--- src/rtl/uart_msg_pkg.sv ---
// Shared constants for the UART message arbiter: FSM encoding, framing characters and
// the indices of the message sources.
package uart_msg_pkg;

    typedef logic [2:0] state_t;

    localparam state_t ST_IDLE = 3'd0;
    localparam state_t ST_LOAD = 3'd1;
    localparam state_t ST_SEND = 3'd2;
    localparam state_t ST_WAIT = 3'd3;
    localparam state_t ST_DONE = 3'd4;

    localparam logic [7:0] TERM_CHAR = 8'h23;
    localparam logic [7:0] CR_CHAR   = 8'h0D;

    localparam int unsigned DEFAULT_MSG_LEN = 12;

    localparam int unsigned SRC_COLOR  = 0;
    localparam int unsigned SRC_PICK   = 1;
    localparam int unsigned SRC_DEPOSE = 2;
    localparam int unsigned SRC_SPARE  = 3;

endpackage

--- src/rtl/rr_priority_pick.sv ---
// Combinational round-robin selector: first set bit of pending, searching upward from start
// and wrapping at NUM_REQ-1.
module rr_priority_pick #(
    parameter int unsigned NUM_REQ = 4,
    localparam int unsigned IW = (NUM_REQ > 1) ? $clog2(NUM_REQ) : 1
) (
    input  logic [NUM_REQ-1:0] pending,
    input  logic [IW-1:0]      start,
    output logic               valid,
    output logic [NUM_REQ-1:0] onehot,
    output logic [IW-1:0]      index
);

    int unsigned j;

    always_comb begin
        valid  = 1'b0;
        onehot = '0;
        index  = '0;
        j      = 0;
        for (int unsigned k = 0; k < NUM_REQ; k++) begin
            j = (32'(start) + k) % NUM_REQ;
            if (!valid && pending[j]) begin
                valid     = 1'b1;
                onehot[j] = 1'b1;
                index     = IW'(j);
            end
        end
    end

endmodule

--- src/rtl/uart_tx_arbiter.sv ---
// Shares one UART byte transmitter between NUM_REQ message sources: captures request edges,
// grants round-robin and streams the latched message byte-by-byte up to the '#' terminator.
module uart_tx_arbiter
    import uart_msg_pkg::*;
#(
    parameter int unsigned NUM_REQ     = 4,
    parameter int unsigned MSG_LEN     = DEFAULT_MSG_LEN,
    parameter bit          APPEND_CR   = 1'b1,
    parameter int unsigned TIMEOUT_CYC = 100000
) (
    input  logic                       clk,
    input  logic                       rst,
    input  logic [NUM_REQ-1:0]         req,
    input  logic [NUM_REQ*MSG_LEN*8-1:0] msg_data,
    input  logic                       tx_done,
    output logic                       tx_data_valid,
    output logic [7:0]                 tx_byte,
    output logic [NUM_REQ-1:0]         grant,
    output logic                       busy,
    output logic [NUM_REQ-1:0]         msg_sent,
    output logic                       tx_err
);

    localparam int unsigned MSG_BITS = MSG_LEN * 8;
    localparam int unsigned IW = (NUM_REQ > 1) ? $clog2(NUM_REQ) : 1;
    localparam int unsigned BW = (MSG_LEN > 1) ? $clog2(MSG_LEN) : 1;
    localparam int unsigned CW = (TIMEOUT_CYC > 1) ? $clog2(TIMEOUT_CYC) : 1;

    state_t               state_q, state_d;
    logic [NUM_REQ-1:0]   pending_q, pending_d;
    logic [NUM_REQ-1:0]   req_q;
    logic [IW-1:0]        rr_q, rr_d;
    logic [IW-1:0]        gnt_idx_q, gnt_idx_d;
    logic [NUM_REQ-1:0]   grant_q, grant_d;
    logic [MSG_BITS-1:0]  buf_q, buf_d;
    logic [BW-1:0]        byte_idx_q, byte_idx_d;
    logic                 cr_q, cr_d;
    logic [CW-1:0]        cnt_q, cnt_d;
    logic [7:0]           tx_byte_q, tx_byte_d;

    logic                 pick_valid;
    logic [NUM_REQ-1:0]   pick_onehot;
    logic [IW-1:0]        pick_index;
    logic [NUM_REQ-1:0]   req_rise;
    logic [MSG_BITS-1:0]  src_msg;
    logic [IW-1:0]        rr_next;
    logic                 last_byte;
    logic                 tmo_hit;

    rr_priority_pick #(
        .NUM_REQ (NUM_REQ)
    ) u_pick (
        .pending (pending_q),
        .start   (rr_q),
        .valid   (pick_valid),
        .onehot  (pick_onehot),
        .index   (pick_index)
    );

    assign req_rise  = req & ~req_q;
    assign src_msg   = msg_data[32'(gnt_idx_q) * MSG_BITS +: MSG_BITS];
    assign rr_next   = (gnt_idx_q == IW'(NUM_REQ - 1)) ? '0 : gnt_idx_q + 1'b1;
    assign last_byte = (byte_idx_q == BW'(MSG_LEN - 1));
    // tx_done wins over a timeout that would expire in the same cycle.
    assign tmo_hit   = (state_q == ST_WAIT) && !tx_done && (cnt_q == CW'(TIMEOUT_CYC - 1));

    always_comb begin
        state_d    = state_q;
        pending_d  = pending_q;
        rr_d       = rr_q;
        gnt_idx_d  = gnt_idx_q;
        grant_d    = grant_q;
        buf_d      = buf_q;
        byte_idx_d = byte_idx_q;
        cr_d       = cr_q;
        cnt_d      = cnt_q;
        tx_byte_d  = tx_byte_q;

        case (state_q)
            ST_IDLE: begin
                if (pick_valid) begin
                    gnt_idx_d = pick_index;
                    grant_d   = pick_onehot;
                    state_d   = ST_LOAD;
                end
            end
            ST_LOAD: begin
                // Byte 0 comes straight from the input slice since the buffer loads on this edge.
                buf_d      = src_msg;
                byte_idx_d = '0;
                cr_d       = 1'b0;
                tx_byte_d  = src_msg[MSG_BITS-1 -: 8];
                state_d    = ST_SEND;
            end
            ST_SEND: begin
                cnt_d   = '0;
                state_d = ST_WAIT;
            end
            ST_WAIT: begin
                if (tx_done) begin
                    if (cr_q) begin
                        state_d = ST_DONE;
                    end else if (tx_byte_q == TERM_CHAR || last_byte) begin
                        if (APPEND_CR) begin
                            cr_d      = 1'b1;
                            tx_byte_d = CR_CHAR;
                            state_d   = ST_SEND;
                        end else begin
                            state_d = ST_DONE;
                        end
                    end else begin
                        byte_idx_d = byte_idx_q + 1'b1;
                        tx_byte_d  = buf_q[(MSG_LEN - 2 - 32'(byte_idx_q)) * 8 +: 8];
                        state_d    = ST_SEND;
                    end
                end else if (tmo_hit) begin
                    pending_d[gnt_idx_q] = 1'b0;
                    rr_d                 = rr_next;
                    grant_d              = '0;
                    state_d              = ST_IDLE;
                end else if (cnt_q != '1) begin
                    cnt_d = cnt_q + 1'b1;
                end
            end
            ST_DONE: begin
                pending_d[gnt_idx_q] = 1'b0;
                rr_d                 = rr_next;
                grant_d              = '0;
                state_d              = ST_IDLE;
            end
            default: state_d = ST_IDLE;
        endcase

        // A new request edge overrides the clear in DONE or on timeout.
        pending_d = pending_d | req_rise;
    end

    always_ff @(posedge clk) begin
        if (rst) begin
            state_q    <= ST_IDLE;
            pending_q  <= '0;
            req_q      <= '0;
            rr_q       <= '0;
            gnt_idx_q  <= '0;
            grant_q    <= '0;
            buf_q      <= '0;
            byte_idx_q <= '0;
            cr_q       <= 1'b0;
            cnt_q      <= '0;
            tx_byte_q  <= 8'h00;
        end else begin
            state_q    <= state_d;
            pending_q  <= pending_d;
            req_q      <= req;
            rr_q       <= rr_d;
            gnt_idx_q  <= gnt_idx_d;
            grant_q    <= grant_d;
            buf_q      <= buf_d;
            byte_idx_q <= byte_idx_d;
            cr_q       <= cr_d;
            cnt_q      <= cnt_d;
            tx_byte_q  <= tx_byte_d;
        end
    end

    assign tx_data_valid = (state_q == ST_SEND);
    assign tx_byte       = tx_byte_q;
    assign grant         = grant_q;
    assign busy          = (state_q != ST_IDLE);
    assign msg_sent      = (state_q == ST_DONE) ? grant_q : '0;
    assign tx_err        = tmo_hit;

endmodule
--- config.mk ---
export PLATFORM = sky130hd
export DESIGN_NAME = uart_tx_arbiter
export DESIGN_NICKNAME = d
export VERILOG_FILES = /design/src/rtl/uart_msg_pkg.sv /design/src/rtl/rr_priority_pick.sv /design/src/rtl/uart_tx_arbiter.sv
export SDC_FILE = /design/constraint.sdc
export NUM_CORES = 1
export LEC_CHECK = 0
export ABC_CLOCK_PERIOD_IN_PS = 3250
export CORE_AREA = 2 2 158 160
export DETAILED_ROUTE_END_ITERATION = 10
export DIE_AREA = 0 0 160 162
export GPL_TIMING_DRIVEN = 0
export PLACE_DENSITY = 0.74
export SLEW_MARGIN = 30
export SYNTH_ARGS = -nofsm -noshare
export SYNTH_HDL_FRONTEND = slang
export SYNTH_SLANG_ARGS = --single-unit
--- constraint.sdc ---
create_clock -name clk -period 3.25 [get_ports clk]
set_input_delay 0.4875 -clock clk [delete_from_list [all_inputs] [get_ports clk]]
set_output_delay 0.4875 -clock clk [all_outputs]
set_load 0.01 [all_outputs]
; Word level (Yosys, flattened, before mapping)
; Index checks and enable logic that the tools add are counted.
[totals]
inputBits = 391
wordCells = 149
ff_bits = 145
output_inout_bits = 19
[classes]
n_eq_ne = 18
reduce_logical = 29
bitwise_logic = 8
mux = 63
order_cmp = 10
multipliers = 1
n_shift = 2
addsub = 7
[op_table]
columns = operator, count
row1 = 384-bit by 10-bit indexed part select with 96-bit output, 1
row2 = 96-bit by 33-bit indexed part select with 8-bit output, 1
row3 = 4-bit 2-to-1 mux, 13
row4 = 17-bit 2-to-1 mux, 3
row5 = 17-bit one-hot mux with 2 select lines, 1
row6 = 8-bit 2-to-1 mux, 3
row7 = "17-bit by 1-bit adder with 17-bit output, second input constant", 1
row8 = "17-bit equality test, second input constant", 1
row9 = "17-bit inequality test, second input constant", 1
row10 = 1-bit 2-to-1 mux, 16
row11 = 4-bit bitwise OR, 4
row12 = 4-bit one-hot mux with 2 select lines, 2
row13 = 8-bit one-hot mux with 2 select lines, 1
row14 = "2-bit by 3-bit less-than comparator with 1-bit output, second input constant", 5
row15 = 2-bit 2-to-1 mux, 7
row16 = "2-bit inequality test, second input constant", 7
row17 = 3-bit 2-to-1 mux, 4
row18 = 3-bit one-hot mux with 4 select lines, 1
row19 = 4-bit one-hot mux with 3 select lines, 1
row20 = 4-bit AND reduction, 3
row21 = 1-bit demux with 2-bit select, 5
row22 = "2-bit by 1-bit >= comparator with 1-bit output, second input constant", 5
row23 = 1-bit logical AND, 10
row24 = 4-bit AND, 2
row25 = other kinds (24), 40

; Logic depth before layout (Yosys ltp)
; Gate-level depths: netlist of the first run.
[depth]
word_depth = 14
mapped_depth = 11
ltp_nobuf = 10

; Modules after synthesis
; From an unflattened synthesis of the first run, not the netlist that was laid out.
[hier_totals]
hier_cells = 928
hier_area_um2 = 9147.5
[modules_own_cells]
columns = mod, seq_area_each_um2, cells_per_inst, area_each_um2, instances
row1 = uart_tx_arbiter, 2902.8, 883, 8728.4, 1
row2 = rr_priority_pick, 0.0, 45, 419.2, 1

; Worst setup path before layout of the first run
; OpenSTA, ideal clock, no wires.
[synth_path]
kind = reg2reg
start = register rr_q[1]
end = register grant_q[0], in the netlist grant[0]
setup_ns = 0.057
n_path_buf = 2
t_required_ns = 3.193
path_slack_ns = 0.320
period_less_slack_ns = 2.930
arrival_time_ns = 2.873
stages_incl_launch_ff = 10
path_cell_list = dfxtp_1 -> clkbuf_1 -> inv_1 -> ha_1 -> buf_6 -> mux4_2 -> or4_4 -> or3_4 -> o31ai_4 -> a22o_2
[synth_via]
elab_chain_len = 14
elab_cells_between_ends = 52
cone_classes = add/sub (3) / order compare (8) / eq/ne (1) / mux (26) / bitwise (3) / reduce/logical (11)
[synth_lines]
columns = item, line_no
row1 = "start, declared", uart_tx_arbiter.sv:32  ; logic [IW-1:0] rr_q, rr_d;
row2 = "start signal, assigned", uart_tx_arbiter.sv:155  ; rr_q <= rr_d;
row3 = "parallel branches: the longest is 14 deep, another holds 2-bit by 3-bit less-than comparator with 1-bit output", n/a
row4 = "end signal, assigned", uart_tx_arbiter.sv:157  ; grant_q <= grant_d;
row5 = "end, declared", uart_tx_arbiter.sv:34  ; logic [NUM_REQ-1:0] grant_q, grant_d;
; Several ways; the timed one is not identified. The select of a mux whose other input is x is not followed.
; A chain may end at the register's enable or synchronous reset.

; Worst setup path after layout of the first run
[layout_path]
start = register byte_idx_q[1]
end = register tx_byte_q[6], in the netlist tx_byte[6]
[layout_via]
elab_chain_len = 6
elab_cells_between_ends = 8
cone_classes = add/sub (1) / eq/ne (1) / shift (1) / mux (4) / reduce/logical (1)
[layout_lines]
columns = item, line_no
row1 = "start, declared", uart_tx_arbiter.sv:36  ; logic [BW-1:0] byte_idx_q, byte_idx_d;
row2 = "start signal, assigned", uart_tx_arbiter.sv:159  ; byte_idx_q <= byte_idx_d;
row3 = 4-bit by 4-bit subtractor with 5-bit output / 4-bit equality test (equally long branches), "uart_tx_arbiter.sv:113, uart_tx_arbiter.sv:63"
row4 = 96-bit by 33-bit indexed part select with 8-bit output / 1-bit logical OR (equally long branches), "uart_tx_arbiter.sv:113, uart_tx_arbiter.sv:103"
row5 = 8-bit 2-to-1 mux *, uart_tx_arbiter.sv:103  ; end else if (tx_byte_q == TERM_CHAR || last_byte) begin
row6 = 8-bit 2-to-1 mux *, uart_tx_arbiter.sv:101  ; if (cr_q) begin
row7 = 8-bit 2-to-1 mux *, uart_tx_arbiter.sv:100  ; if (tx_done) begin
row8 = 8-bit one-hot mux with 2 select lines *, uart_tx_arbiter.sv:79  ; case (state_q)
row9 = "end signal, assigned", uart_tx_arbiter.sv:162  ; tx_byte_q <= tx_byte_d;
row10 = "end, declared", uart_tx_arbiter.sv:39  ; logic [7:0] tx_byte_q, tx_byte_d;
; Mark *: on every way between the ends. The rest lies on a longest branch, timed or not. The select of a mux whose other input is x is not followed.

==> results_dict.tcl, run 1 <==
set metrics [dict create \
    ios 410 \
    grt_pass1_wl_um 54800 \
    powerDensity_nw_per_um2 418 \
    p_leak_nw 4.85 \
    area_growth_pct 55.4 \
    setup.worst_path.start_class "register" \
    synthTopCellsByArea "dfxtp_1 (32%), mux4_2 (30%), nand2_1 (9.0%), a21oi_1 (6.5%), clkbuf_1 (2.5%)" \
    wl_met2_um 19200 \
    mostFrequentLayoutCells "clkdlybuf4s50_1 (408), nand2_1 (219), dfxtp_1 (143)" \
    post-dp-hpwl_um 30300 \
    hold_class "reg2reg" \
    r2r_end "tx_byte[6]" \
    routedWlPerCell_um 21.8 \
    grt_usage_pct 28.0 \
    antenna_found_initial 6 \
    max-cap-violations 0 \
    clk_latency_ns 0.42 \
    rows 57 \
    max_freq_ghz 0.321 \
    synthCells 935 \
    core_um2 24100 \
    syn-cell-area_um2 9170 \
    grt.overflow.total 0 \
    cts_buffers 17 \
    cts_root_buf "clkbuf_16" \
    synth_edf_count 0 \
    r2r_start "byte_idx_q[1]" \
    synth.net_count 1340 \
    setup_viol 0 \
    viasPerCell 5.56 \
    place.gp.congestion 0.915 \
    worst_hold_slack_ns 0.453 \
    routed.top_layer "met5" \
    avgSynthCellArea_um2 9.81 \
    tightestPinTransition_ns 0.886 \
    ys.warnings.count 0 \
    nets 1768 \
    rsz0062_at_grt "no" \
    fin_skew_ns 0.00725 \
    yosys_most_used_dff "dfxtp_1" \
    grt_pass1_vias 9712 \
    ys_types 58 \
    synth_area_leader_cell "dfxtp_1" \
    clockBufferDepth 2 \
    period_minus_slack_ns 3.12 \
    grt_max_degree 17 \
    ys_seq_elements 145 \
    slew_viol_final 0 \
    final_common_cell "clkdlybuf4s50_1" \
    status "finished clean" \
    hold_viol 0 \
    cts_sinks 145 \
    ys_async_sr_fraction_pct 0 \
    critPathCaptureType "register" \
    hold_end "buf_q[42]" \
    cts_tree "done" \
    drive_gt1_share_pct 13.4 \
    min_path_cells 2 \
    period_share_pct 95.9 \
    clk_pin_slew_ns 0.06 \
    ys_seq_area_share_pct 31.6 \
    synth_top_area_share_pct 31.6 \
    die-width_um 160 \
    power_mw 5.96 \
    crit_type "reg2reg" \
    postRouteAntennaNets 0 \
    die_height_um 162 \
    io_buffers 408 \
    die_area_um2 25900 \
    maxSlewHeadroom_pct 40.9 \
    hp-start "buf_q[42]" \
    reg2reg_slack_ns 0.13 \
    ff2ff_path_depth 8 \
    wl_met1_um 14400 \
    drt-total-wl_um 37100 \
    start_util_pct 38.1 \
    h-tree-depth 4 \
    worst_ep_arrival_time_ns 3.40 \
    drc 0 \
    vias 9474 \
    ir_drop_v 0.000273 \
    required_ns 3.53 \
    wl_met3_um 2500 \
    crit_fanout 10 \
    drtIter0Drc 771 \
    first_pass_iters 5 \
]
==> metal layers <==
metal  GRT usage [%]  vias to the layer above
li1                -                     4361
met1            33.4                     4668
met2            49.7                      385
met3            6.15                       58
met4            10.3                        2
met5               0                        -
==> area by class of cell <==
type	count	area, um2
timing repair buffer	409	4100
sequential	145	2910
multi-input combinational	698	5890
buffer	84	349
inverter	8	30.0
antenna	5	12.5
fill	2173	9850
clock buffer	19	453
clock inverter	13	111
tap	324	405
==> sequential cells by signal, indices dropped and copies added (netlist names) <==
name        flops
buf_q          96
cnt_q          17
tx_byte         8
byte_idx_q      4
grant           4
pending_q       4
req_q           4
state_q         3
gnt_idx_q       2
rr_q            2
cr_q            1
==> power breakdown <==
part	leakage (nW)	internal, mW	switching [mW]
clock	0.271	1.09	0.792
sequential	1.19	1.95	0.125
combinational	3.40	1.11	0.889
==> worst max-delay path, stage by stage (launching register included) <==
cell	delay, ns
dfxtp_1	0.37
ha_1	0.30
clkbuf_1	0.40
clkbuf_1	0.59
mux4_2	0.46
mux2i_1	0.16
mux2i_1	0.09
a221oi_1	0.51
nor3_1	0.10
==> cells by family after synthesis <==
family | synth area share (%)
simple gates | 16.9
compound gates | 12.3
flops | 31.6
mux | 32.5
buf+inv | 4.09
fa+ha+maj | 1.91
xor+xnor | 0.573
==> stage by stage <==
stage	setup slack, ns	util [%]	TNS, ns	instance area (um2)	std cells
floorplan	0.320	-	0	9170	935
global placement	-0.00693	56.7	-0.0165	13700	1667
detailed placement	-0.0220	56.7	-0.0608	13700	1667
CTS	0.113	59.0	0	14200	1699
global route	0.00632	59.1	0	14300	1705
finish	0.132	59.1	0	14300	1705
==> worst max path at each step <==
stage	start	to	slack, ns	cells after the start
6_report	byte_idx_q[1]	tx_byte[6]	0.13	8
5_1_grt	byte_idx_q[1]	tx_byte[5]	0.006	8
4_1_cts	rr_q[0]	grant[0]	0.11	9
3_5_place_dp	rr_q[1]	grant[0]	-0.02	9
3_3_place_gp	rr_q[1]	grant[1]	-0.007	9
2_1_floorplan	rr_q[1]	grant[0]	0.32	9
==> cell usage after synthesis, types with 5 or more instances <==
cell	count
nor2_1	29
dfxtp_1	145
nor2b_1	5
nand3_1	14
mux4_2	121
buf_1	10
nand2_1	219
a21oi_1	119
a31oi_1	6
and3_1	7
or4_1	7
nand2b_1	7
nand4_1	9
nand3b_1	5
a221oi_1	6
o31ai_1	7
ha_1	14
a22oi_1	5
inv_1	8
mux2i_1	17
buf_2	12
or3_1	5
clkbuf_1	60
nor3_1	8
o21ai_0	22
==> what timing repair did <==
| action | in CTS | in global routing |
|---|---|---|
| setup endpoints to repair | 4 | 4 |
| buffers inserted | 0 | 0 |
| gates resized for setup | 1 | 4 |
| hold buffers | 0 | 0 |
| gates cloned | 0 | 0 |
Power figures use the tool's default switching activity.
==> run 2, diff against run 1 <==
- ABC_CLOCK_PERIOD_IN_PS: 3250 -> default
==> results of run 2 <==
No change in the layout: final DEF, timing and power equal those of run 1.
